### config.mk
export PLATFORM = sky130hd
export DESIGN_NAME = bin_to_bcd_seq
export DESIGN_NICKNAME = d
export VERILOG_FILES = /design/src/rtl/bin_to_bcd_seq.sv
export SDC_FILE = /design/constraint.sdc
export NUM_CORES = 1
export LEC_CHECK = 0
export ABC_AREA = 1
export CAP_MARGIN = 20
export CORE_UTILIZATION = 43
export CTS_CLUSTER_SIZE = 20
export DETAILED_ROUTE_END_ITERATION = 7
export GPL_TIMING_DRIVEN = 0
export PLACE_DENSITY_LB_ADDON = 0.08
export SETUP_SLACK_MARGIN = 0.5
export SYNTH_ARGS = -nofsm -noshare
export SYNTH_HDL_FRONTEND = slang
export SYNTH_SLANG_ARGS = --single-unit
### constraint.sdc
create_clock -name clk -period 1.53 [get_ports clk]
set_input_delay 0.153 -clock clk [delete_from_list [all_inputs] [get_ports clk]]
set_output_delay 0.153 -clock clk [all_outputs]
set_load 0.05 [all_outputs]
### src/rtl/bin_to_bcd_seq.sv
// bin_to_bcd_seq: iterative shift-add-3 binary-to-BCD converter.
// One add-3 stage per BCD digit; one iteration per clock, W iterations per
// conversion. Optional two's-complement input gives a sign + magnitude result.
//
// Ports:
//   clk       rising-edge clock
//   rst_n     asynchronous active-low reset
//   in_valid  bin is valid
//   in_ready  block can accept bin this cycle
//   bin       binary operand, W bits
//   out_valid result is valid and held until out_ready
//   out_ready consumer takes the result
//   bcd       packed BCD, digit k at bcd[4k+3:4k], digit 0 is the ones digit
//   neg       result is negative (always 0 when SIGNED=0)
//   ndig      number of significant digits, 1..D (leading-zero blanking)
module bin_to_bcd_seq #(
  parameter int unsigned W      = 16,
  parameter int unsigned SIGNED = 0,
  localparam int unsigned D     = (W * 301 + 999) / 1000,
  localparam int unsigned NW    = $clog2(D + 1)
) (
  input  logic            clk,
  input  logic            rst_n,
  input  logic            in_valid,
  output logic            in_ready,
  input  logic [W-1:0]    bin,
  output logic            out_valid,
  input  logic            out_ready,
  output logic [4*D-1:0]  bcd,
  output logic            neg,
  output logic [NW-1:0]   ndig
);

  localparam int unsigned CW = $clog2(W + 1);

  typedef enum logic [1:0] {
    IDLE,
    SHIFT,
    DONE
  } state_t;

  state_t          state_q, state_d;
  logic [CW-1:0]   cnt_q, cnt_d;
  logic [W-1:0]    mag_q, mag_d;
  logic [4*D-1:0]  work_q, work_d;
  logic            neg_work_q, neg_work_d;
  logic [4*D-1:0]  bcd_q, bcd_d;
  logic            neg_q, neg_d;
  logic [NW-1:0]   ndig_q, ndig_d;

  logic [4*D-1:0]  adj;
  logic [4*D+W-1:0] shifted;
  logic [4*D-1:0]  next_digits;
  logic [NW-1:0]   next_ndig;
  logic            accept;
  logic            neg_in;

  assign in_ready  = (state_q == IDLE) | ((state_q == DONE) & out_ready);
  assign out_valid = (state_q == DONE);
  assign bcd       = bcd_q;
  assign neg       = neg_q;
  assign ndig      = ndig_q;

  // Datapath for one iteration: per-digit add-3 correction, then shift
  // {digits, mag} left by one. Digits never carry into each other.
  always_comb begin
    adj = '0;
    for (int unsigned k = 0; k < D; k++) begin
      adj[4*k +: 4] = (work_q[4*k +: 4] >= 4'd5) ? work_q[4*k +: 4] + 4'd3
                                                 : work_q[4*k +: 4];
    end
    shifted     = {adj, mag_q} << 1;
    next_digits = shifted[4*D+W-1:W];
    next_ndig   = NW'(1);
    for (int unsigned k = 0; k < D; k++) begin
      if (next_digits[4*k +: 4] != 4'd0) begin
        next_ndig = NW'(k + 1);
      end
    end
  end

  always_comb begin
    state_d    = state_q;
    cnt_d      = cnt_q;
    mag_d      = mag_q;
    work_d     = work_q;
    neg_work_d = neg_work_q;
    bcd_d      = bcd_q;
    neg_d      = neg_q;
    ndig_d     = ndig_q;

    accept = in_valid & in_ready;
    neg_in = (SIGNED != 0) && bin[W-1];

    case (state_q)
      SHIFT: begin
        work_d = next_digits;
        mag_d  = shifted[W-1:0];
        cnt_d  = cnt_q - CW'(1);
        if (cnt_q == CW'(1)) begin
          state_d = DONE;
          bcd_d   = next_digits;
          neg_d   = neg_work_q;
          ndig_d  = next_ndig;
        end
      end
      IDLE, DONE: begin
        // DONE with out_ready and in_valid hands off and captures on one edge.
        if (accept) begin
          mag_d      = neg_in ? -bin : bin;
          neg_work_d = neg_in;
          work_d     = '0;
          cnt_d      = CW'(W);
          state_d    = SHIFT;
        end else if ((state_q == DONE) && out_ready) begin
          state_d = IDLE;
        end
      end
      default: state_d = IDLE;
    endcase
  end

  always_ff @(posedge clk or negedge rst_n) begin
    if (!rst_n) begin
      state_q    <= IDLE;
      cnt_q      <= '0;
      mag_q      <= '0;
      work_q     <= '0;
      neg_work_q <= 1'b0;
      bcd_q      <= '0;
      neg_q      <= 1'b0;
      ndig_q     <= NW'(1);
    end else begin
      state_q    <= state_d;
      cnt_q      <= cnt_d;
      mag_q      <= mag_d;
      work_q     <= work_d;
      neg_work_q <= neg_work_d;
      bcd_q      <= bcd_d;
      neg_q      <= neg_d;
      ndig_q     <= ndig_d;
    end
  end

endmodule

==> out/metrics.cfg, run 1 <==
[global_routing]
grt_pass1_vias = 3223
grtUsageTotal_pct = 24.8
antenna_found_initial = 0
grt_first_pass_wirelength_mm = 15.8
overflow = 0
grt_max_degree = 67

[sta]
period_minus_slack_ns = 1.67
setup_violations = 3
setup_slack_ns = -0.137
hold_violations = 65
rsz0062_at_grt = true
finalCritPeriodShare_pct = 109
timing.fmax_ghz = 0.600
holdWs_ns = -0.0983
final.setup.tns_ns = -0.280
report.final.slew_viol_count = 0
worst_slew_pin_slew_ns = 0.855
max_slew_margin_pct = 43.0
clock_skew_ns = 0.0140

[placement]
place_inst = 541
gp_congestion = 0.813
post_dp_cell_area_um2 = 4100
dp_hpwl_mm = 5.19
io_buffers = 44
pre_cts_slack_ns = -0.352

[synth]
synth_nets = 430
ys_warn_count = 0
synth.top_cells.by_count = 94 x nand2_1, 65 x dfrtp_1, 53 x inv_1, 33 x o21ai_1, 20 x o22ai_1
synthArstFlopShare_pct = 100
synth_top_cell_by_area = dfrtp_1
yosys.area.top_type_share_pct = 48.2
yosysMostFrequentCell = nand2_1
netlist_instances = 398
ys.flop_type = dfrtp_1
synth_edf_count = 0
synth_top_cells_by_area = dfrtp_1 48%, nand2_1 10%, inv_1 5.9%, o21ai_1 4.9%, ha_1 4.4%
avgSynthCellArea_um2 = 8.48
yosysSeqAreaShare_pct = 49.0
synth.distinct_cells = 35
ys_ff_latch = 66
syn_area_um2 = 3370

[status]
violations = negative hold slack, negative setup slack
status = complete, but fails checks

[setup_path]
slowest_delay_ns = 0.43
r2r_start = work_q[16]
crit_path_max_fanout = 3
r2r-end = ndig[0]
end_kind = register
required_ns = 1.81
cp_cell_sequence = ha_2 -> nand2_1 -> nand3_4 -> nand2_2 -> o21ai_4 -> buf_4 -> nor2_1 -> nand2_1 -> nor2_1 -> a21oi_2
critPathKind = register to register
rr_worst_depth = 10
cp.arrival_ns = 1.95
rrSetupSlack_ns = -0.14
startpoint_type = register
cp_slowest_cell = dfrtp_1

[route]
drc = 0
drt_wl_total_mm = 11.4
ant_nets = 0
wl_met2_mm = 5.68
firstDrtPassIters = 5
top_layer = met4
met3_length_um = 634
drt-initial-drc-count = 258
vias = 3441
avgRoutedWirePerCell_um = 17.9
wl_met1_mm = 4.72
via_per_inst = 5.40

[cells_and_area]
nNetsFinal = 565
design_area_um2 = 5990
drive_gt1_share_pct = 54.5
syn_to_final_growth_pct = 77.4
diodes = 0
final_cells = 637

[cts]
ctsLongestPathBuffers = 2
cts_tree = yes
cts_max_level = 3
clock_sinks = 66
clk_pin_slew_worst_paths_ns = 0.08
clk_latency_ns = 0.36
root_buffer = clkbuf_8
numCtsBuffers = 9

[job]
drv_cap = 0

[floorplan]
die_height_um = 90.6
io_pins = 46
start_util_pct = 45.5
die_area_um2 = 8210
coreArea_um2 = 7410
num_rows = 31
die_x_um = 90.6

[pwr]
power.static_leakage_uw = 0.00284
power.share.sequential_pct = 19.4
p_per_area_nw_per_um2 = 2740
power_frac_comb_pct = 68.3
vdd.ir_drop.worst_mv = 1.46
p_int_uw = 8990
switching_share_pct = 45.2
p_clk_share_pct = 12.3
p_switching_uw = 7420
power_uw = 16400

[worst_hold_path]
hp-class = input pin to async pin

==> layout by cell type, fill, tap and decap left out, types with 15 or more instances in the layout <==
master	instances
buf_4	57
buf_6	39
clkdlybuf4s50_1	18
dfrtp_1	64
inv_1	33
inv_2	28
nand2_1	57
nand2_2	24
nand2_4	17
o211ai_1	15
o21ai_1	19
o21ai_2	21
==> per-layer routing <==
layer  vias up  GRT usage [%]
li1       1574              -
met1      1710           32.8
met2       118           40.0
met3        39           3.96
met4         0           11.2
met5         -              0
==> worst max-delay path, delay by kind of cell (launching register included) <==
kind                       cells  cell delay [ns]
and+or+nand+nor                6             0.69
DFF                            1             0.43
adders and majority gates      1             0.20
AOI/OAI and AO/OA              2             0.14
buffers and inverters          1             0.14
==> flip-flops by register name, indices dropped and copies added, names as in the netlist <==
register and cells:
work_q 20, ndig 3, mag_q 16, state_q 2, bcd 20, cnt_q 5
==> repair_timing <==
action	in CTS	in global routing
endpoints found under the hold margin	65	8
pin swaps	26	30
setup buffers	47	27
setup endpoints to repair	91	91
resized for setup	269	104
gates cloned	6	0
==> area by class of cell <==
| cell class | count | area (µm²) |
|---|---|---|
| Buffer | 16 | 220 |
| Inverter | 63 | 251 |
| Tap cell | 99 | 124 |
| Clock buffer | 11 | 141 |
| Sequential cell | 66 | 1650 |
| Fill cell | 404 | 1420 |
| Multi-Input combinational cell | 253 | 2150 |
| Timing Repair Buffer | 124 | 1330 |
| Clock inverter | 5 | 125 |
==> logic make-up (layout without fill, tap and decap cells) <==
logic type / after synthesis / count (layout) / synth area share [%]
AOI/OAI and AO/OA: 96 / 96 / 17.0
xor gates and xnor gates: 2 / 2 / 0.519
adders and majority gates: 12 / 12 / 4.45
buffers and inverters: 79 / 219 / 9.71
DFF: 66 / 66 / 49.0
other: 1 / 1 / 0.111
and+or+nand+nor: 142 / 142 / 19.2
==> worst max path at each step <==
stage	start	end	slack [ns]	cells past startpoint
floorplan	state_q[0]	cnt_q[4]	0.02	7
global placement	rst_n	mag_q[6]	-2.02	1
detailed placement	out_ready	in_ready	-0.35	4
CTS	work_q[4]	ndig[0]	-0.003	12
global route	work_q[16]	ndig[0]	-0.21	10
finish	work_q[16]	ndig[0]	-0.14	10
==> metrics by stage <==
step / hold slack (ns) / utilization [%]
global route: -0.0234 / 80.8
CTS: -0.0489 / 72.0
finish: -0.0983 / 80.8
floorplan: -0.143 / -
detailed placement: 0.324 / 55.3
global placement: 0.466 / 55.3
==> power by group through the flow <==
| stage | combinational (µW) | clock, µW | sequential, µW |
|---|---|---|---|
| after global routing | 11900 | 2110 | 3250 |
| after global placement | 5940 | 0 | 3030 |
| after CTS | 8830 | 1990 | 3060 |
| after detailed placement | 6060 | 0 | 3050 |
| after floorplan | 3760 | 0 | 3830 |
| final | 11200 | 2020 | 3180 |
(Power assumes the default switching activity.)
==> inputs of run 2 (changes only) <==
--- a/config.mk
+++ b/config.mk
@@ -12,7 +12,7 @@
 export DETAILED_ROUTE_END_ITERATION = 7
 export GPL_TIMING_DRIVEN = 0
 export PLACE_DENSITY_LB_ADDON = 0.08
-export SETUP_SLACK_MARGIN = 0.5
+export SETUP_SLACK_MARGIN = 0.05
 export SYNTH_ARGS = -nofsm -noshare
 export SYNTH_HDL_FRONTEND = slang
 export SYNTH_SLANG_ARGS = --single-unit
==> run 2 against run 1 <==
  * Register-to-register slack better by 0.17 ns
  * First-iteration DRC count fell by 57%
  * Non-clock buffer count decreased by 54
  * Sequential power fell by 5%
  * Largest power group unchanged
  * Critical path type unchanged
  * Setup slack improved by 0.17 ns
  * The run now ends clean
  * Die area did not move
==> out/metrics.cfg, run 2 (same netlist as run 1, synthesis figures left out) <==
[status]
status = completed

[cells_and_area]
fillers = 649
syn_to_final_growth_pct = 37.0
seq_area_um2 = 1650
nNetsFinal = 511
final_common_cell = nand2_1
diodes = 0
final_cell_mix = 74 x nand2_1, 65 x dfrtp_1, 40 x inv_1
multi_input_area_um2 = 1690
design_area_um2 = 4620
drive_gt1_share_pct = 29.8

[placement]
gp_congestion = 0.860
io_buffers = 44
dp_hpwl_mm = 5.11
post_dp_cell_area_um2 = 3940

[job]
drv_cap = 0

[cts]
clk_pin_slew_worst_paths_ns = 0.07
cts_max_level = 3
numCtsBuffers = 9
cts_tree = yes
clock_sinks = 66
ctsLongestPathBuffers = 2
root_buffer = clkbuf_8
clk_latency_ns = 0.35

[pwr]
p_int_uw = 5960
power_frac_comb_pct = 61.7
power.share.sequential_pct = 26.3
p_per_area_nw_per_um2 = 2490
p_clk_share_pct = 12.0
switching_share_pct = 48.3
p_switching_uw = 5570
power_uw = 11500
vdd.ir_drop.worst_mv = 0.920
power.static_leakage_uw = 0.00230

[sta]
max_slew_margin_pct = 43.8
worst_slew_pin_slew_ns = 0.844
timing.fmax_ghz = 0.666
rsz0062_at_grt = true
final.setup.tns_ns = 0
report.final.slew_viol_count = 0
holdWs_ns = 0.410
setup_violations = 0
hold_violations = 0
clock_skew_ns = 0.00664
period_minus_slack_ns = 1.50
finalCritPeriodShare_pct = 98.1

[route]
ant_nets = 0
avgRoutedWirePerCell_um = 14.4
via_per_inst = 5.03
vias = 2934
drt-initial-drc-count = 110
drt_wl_total_mm = 8.38
drc = 0
firstDrtPassIters = 4

[floorplan]
die_x_um = 90.6
start_util_pct = 45.5
die_height_um = 90.6
num_rows = 31
coreArea_um2 = 7410
die_area_um2 = 8210
io_pins = 46

[global_routing]
antenna_found_initial = 0
grtUsageTotal_pct = 21.7
overflow = 0
grt_pass1_vias = 2998
grt.busiest_layer = met2
grt_first_pass_wirelength_mm = 14.1
met3_usage_pct = 3.11
gr-usage-met1_pct = 28.4
grt_use_met2_pct = 34.9
grt_max_degree = 67

[setup_path]
cp.arrival_ns = 1.74
slowest_delay_ns = 0.39
r2r_start = work_q[12]
required_ns = 1.77
rr_worst_depth = 11
r2r-end = ndig[1]
rrSetupSlack_ns = 0.03
critPathKind = register to register
crit_path_max_fanout = 3
cp_slowest_cell = dfrtp_1
startpoint_type = register
cp_cell_sequence = inv_2 -> ha_4 -> or2_0 -> a21oi_1 -> inv_1 -> nand2_2 -> inv_2 -> nand2_2 -> nor2_4 -> nand2_1 -> nand2_1
end_kind = register

[worst_hold_path]
min_to = mag_q[0]
hp-class = input pin to register
hold_start = bin[0]
worstHoldPathCells = 3

==> run 2: changes by cell type in the layout (fill, tap and decap cells not counted), moves of 8 or more <==
| cell | before | now |
|---|---|---|
| nand2_4 | 17 | 9 |
| o22ai_1 | 3 | 17 |
| buf_6 | 39 | 5 |
| o21ai_2 | 21 | 3 |
| buf_4 | 57 | 33 |
| nand2_1 | 57 | 74 |
| o21ai_1 | 19 | 32 |
| o21ai_0 | 5 | 13 |
| buf_12 | 9 | 0 |
| dlygate4sd2_1 | 0 | 22 |
==> run 2: worst max-delay path, delay by kind of cell, from the launching register on <==
kind / cells / cell delay [ns]
flip-flops: 1 / 0.39
adder cells (fa/ha/maj): 1 / 0.18
buffers and inverters: 3 / 0.20
AO/OA/AOI/OAI: 1 / 0.15
AND/OR/NAND/NOR: 6 / 0.48
==> run 2: layout make-up <==
class	instances	area share, %
Buffer	16	2.60
Clock buffer	14	3.73
Clock inverter	2	0.217
Inverter	63	5.17
Multi-Input combinational cell	253	36.5
Sequential cell	66	35.8
Tap cell	99	2.68
Timing Repair Buffer	70	13.3
==> run 2: how the worst max path moves through the flow <==
stage / startpoint / endpoint
CTS: work_q[4] / ndig[0]
detailed placement: state_q[0] / out_valid
global route: work_q[12] / ndig[1]
finish: work_q[12] / ndig[1]
floorplan: state_q[0] / cnt_q[4]
global placement: rst_n / work_q[1]
==> run 2: layer usage <==
layer  vias up  share of wire [%]
met5         -                  0
met4         0                2.5
met3        17                3.6
met2        70                 48
met1      1392                 46
li1       1455                  -
==> run 2: timing repair <==
item / in CTS / in global routing
hold buffers: 1 / 0
pin swaps: 24 / 18
endpoints found under the hold margin: 65 / 0
gates resized for setup: 84 / 53
setup buffers: 21 / 4
setup endpoints to repair: 28 / 44
==> run 2: per-stage QoR <==
stage | utilization [%] | setup slack [ns] | cells
after floorplan | - | 0.0171 | 398
after global placement | 53.3 | -2.02 | 541
after detailed placement | 53.2 | -0.324 | 541
after CTS | 59.3 | 0.0294 | 579
after global routing | 62.4 | -0.0999 | 583
final | 62.4 | 0.0288 | 583
==> run 2: power by group through the flow <==
| stage | combinational, µW | clock [µW] | sequential [µW] |
|---|---|---|---|
| floorplan | 3430 | 0 | 3790 |
| global placement | 5610 | 0 | 3000 |
| detailed placement | 5710 | 0 | 3020 |
| CTS | 6330 | 1410 | 3000 |
| global route | 7830 | 1470 | 3130 |
| finish | 7110 | 1380 | 3030 |
==> inputs of run 3 (changes only) <==
--- a/config.mk
+++ b/config.mk
@@ -8,6 +8,7 @@
 export ABC_AREA = 1
 export CAP_MARGIN = 20
 export CORE_UTILIZATION = 43
+export CTS_CLUSTER_DIAMETER = 30
 export CTS_CLUSTER_SIZE = 20
 export DETAILED_ROUTE_END_ITERATION = 7
 export GPL_TIMING_DRIVEN = 0
==> results of run 3 <==
Same layout as run 2: the final DEF is identical, and so are final timing and power.
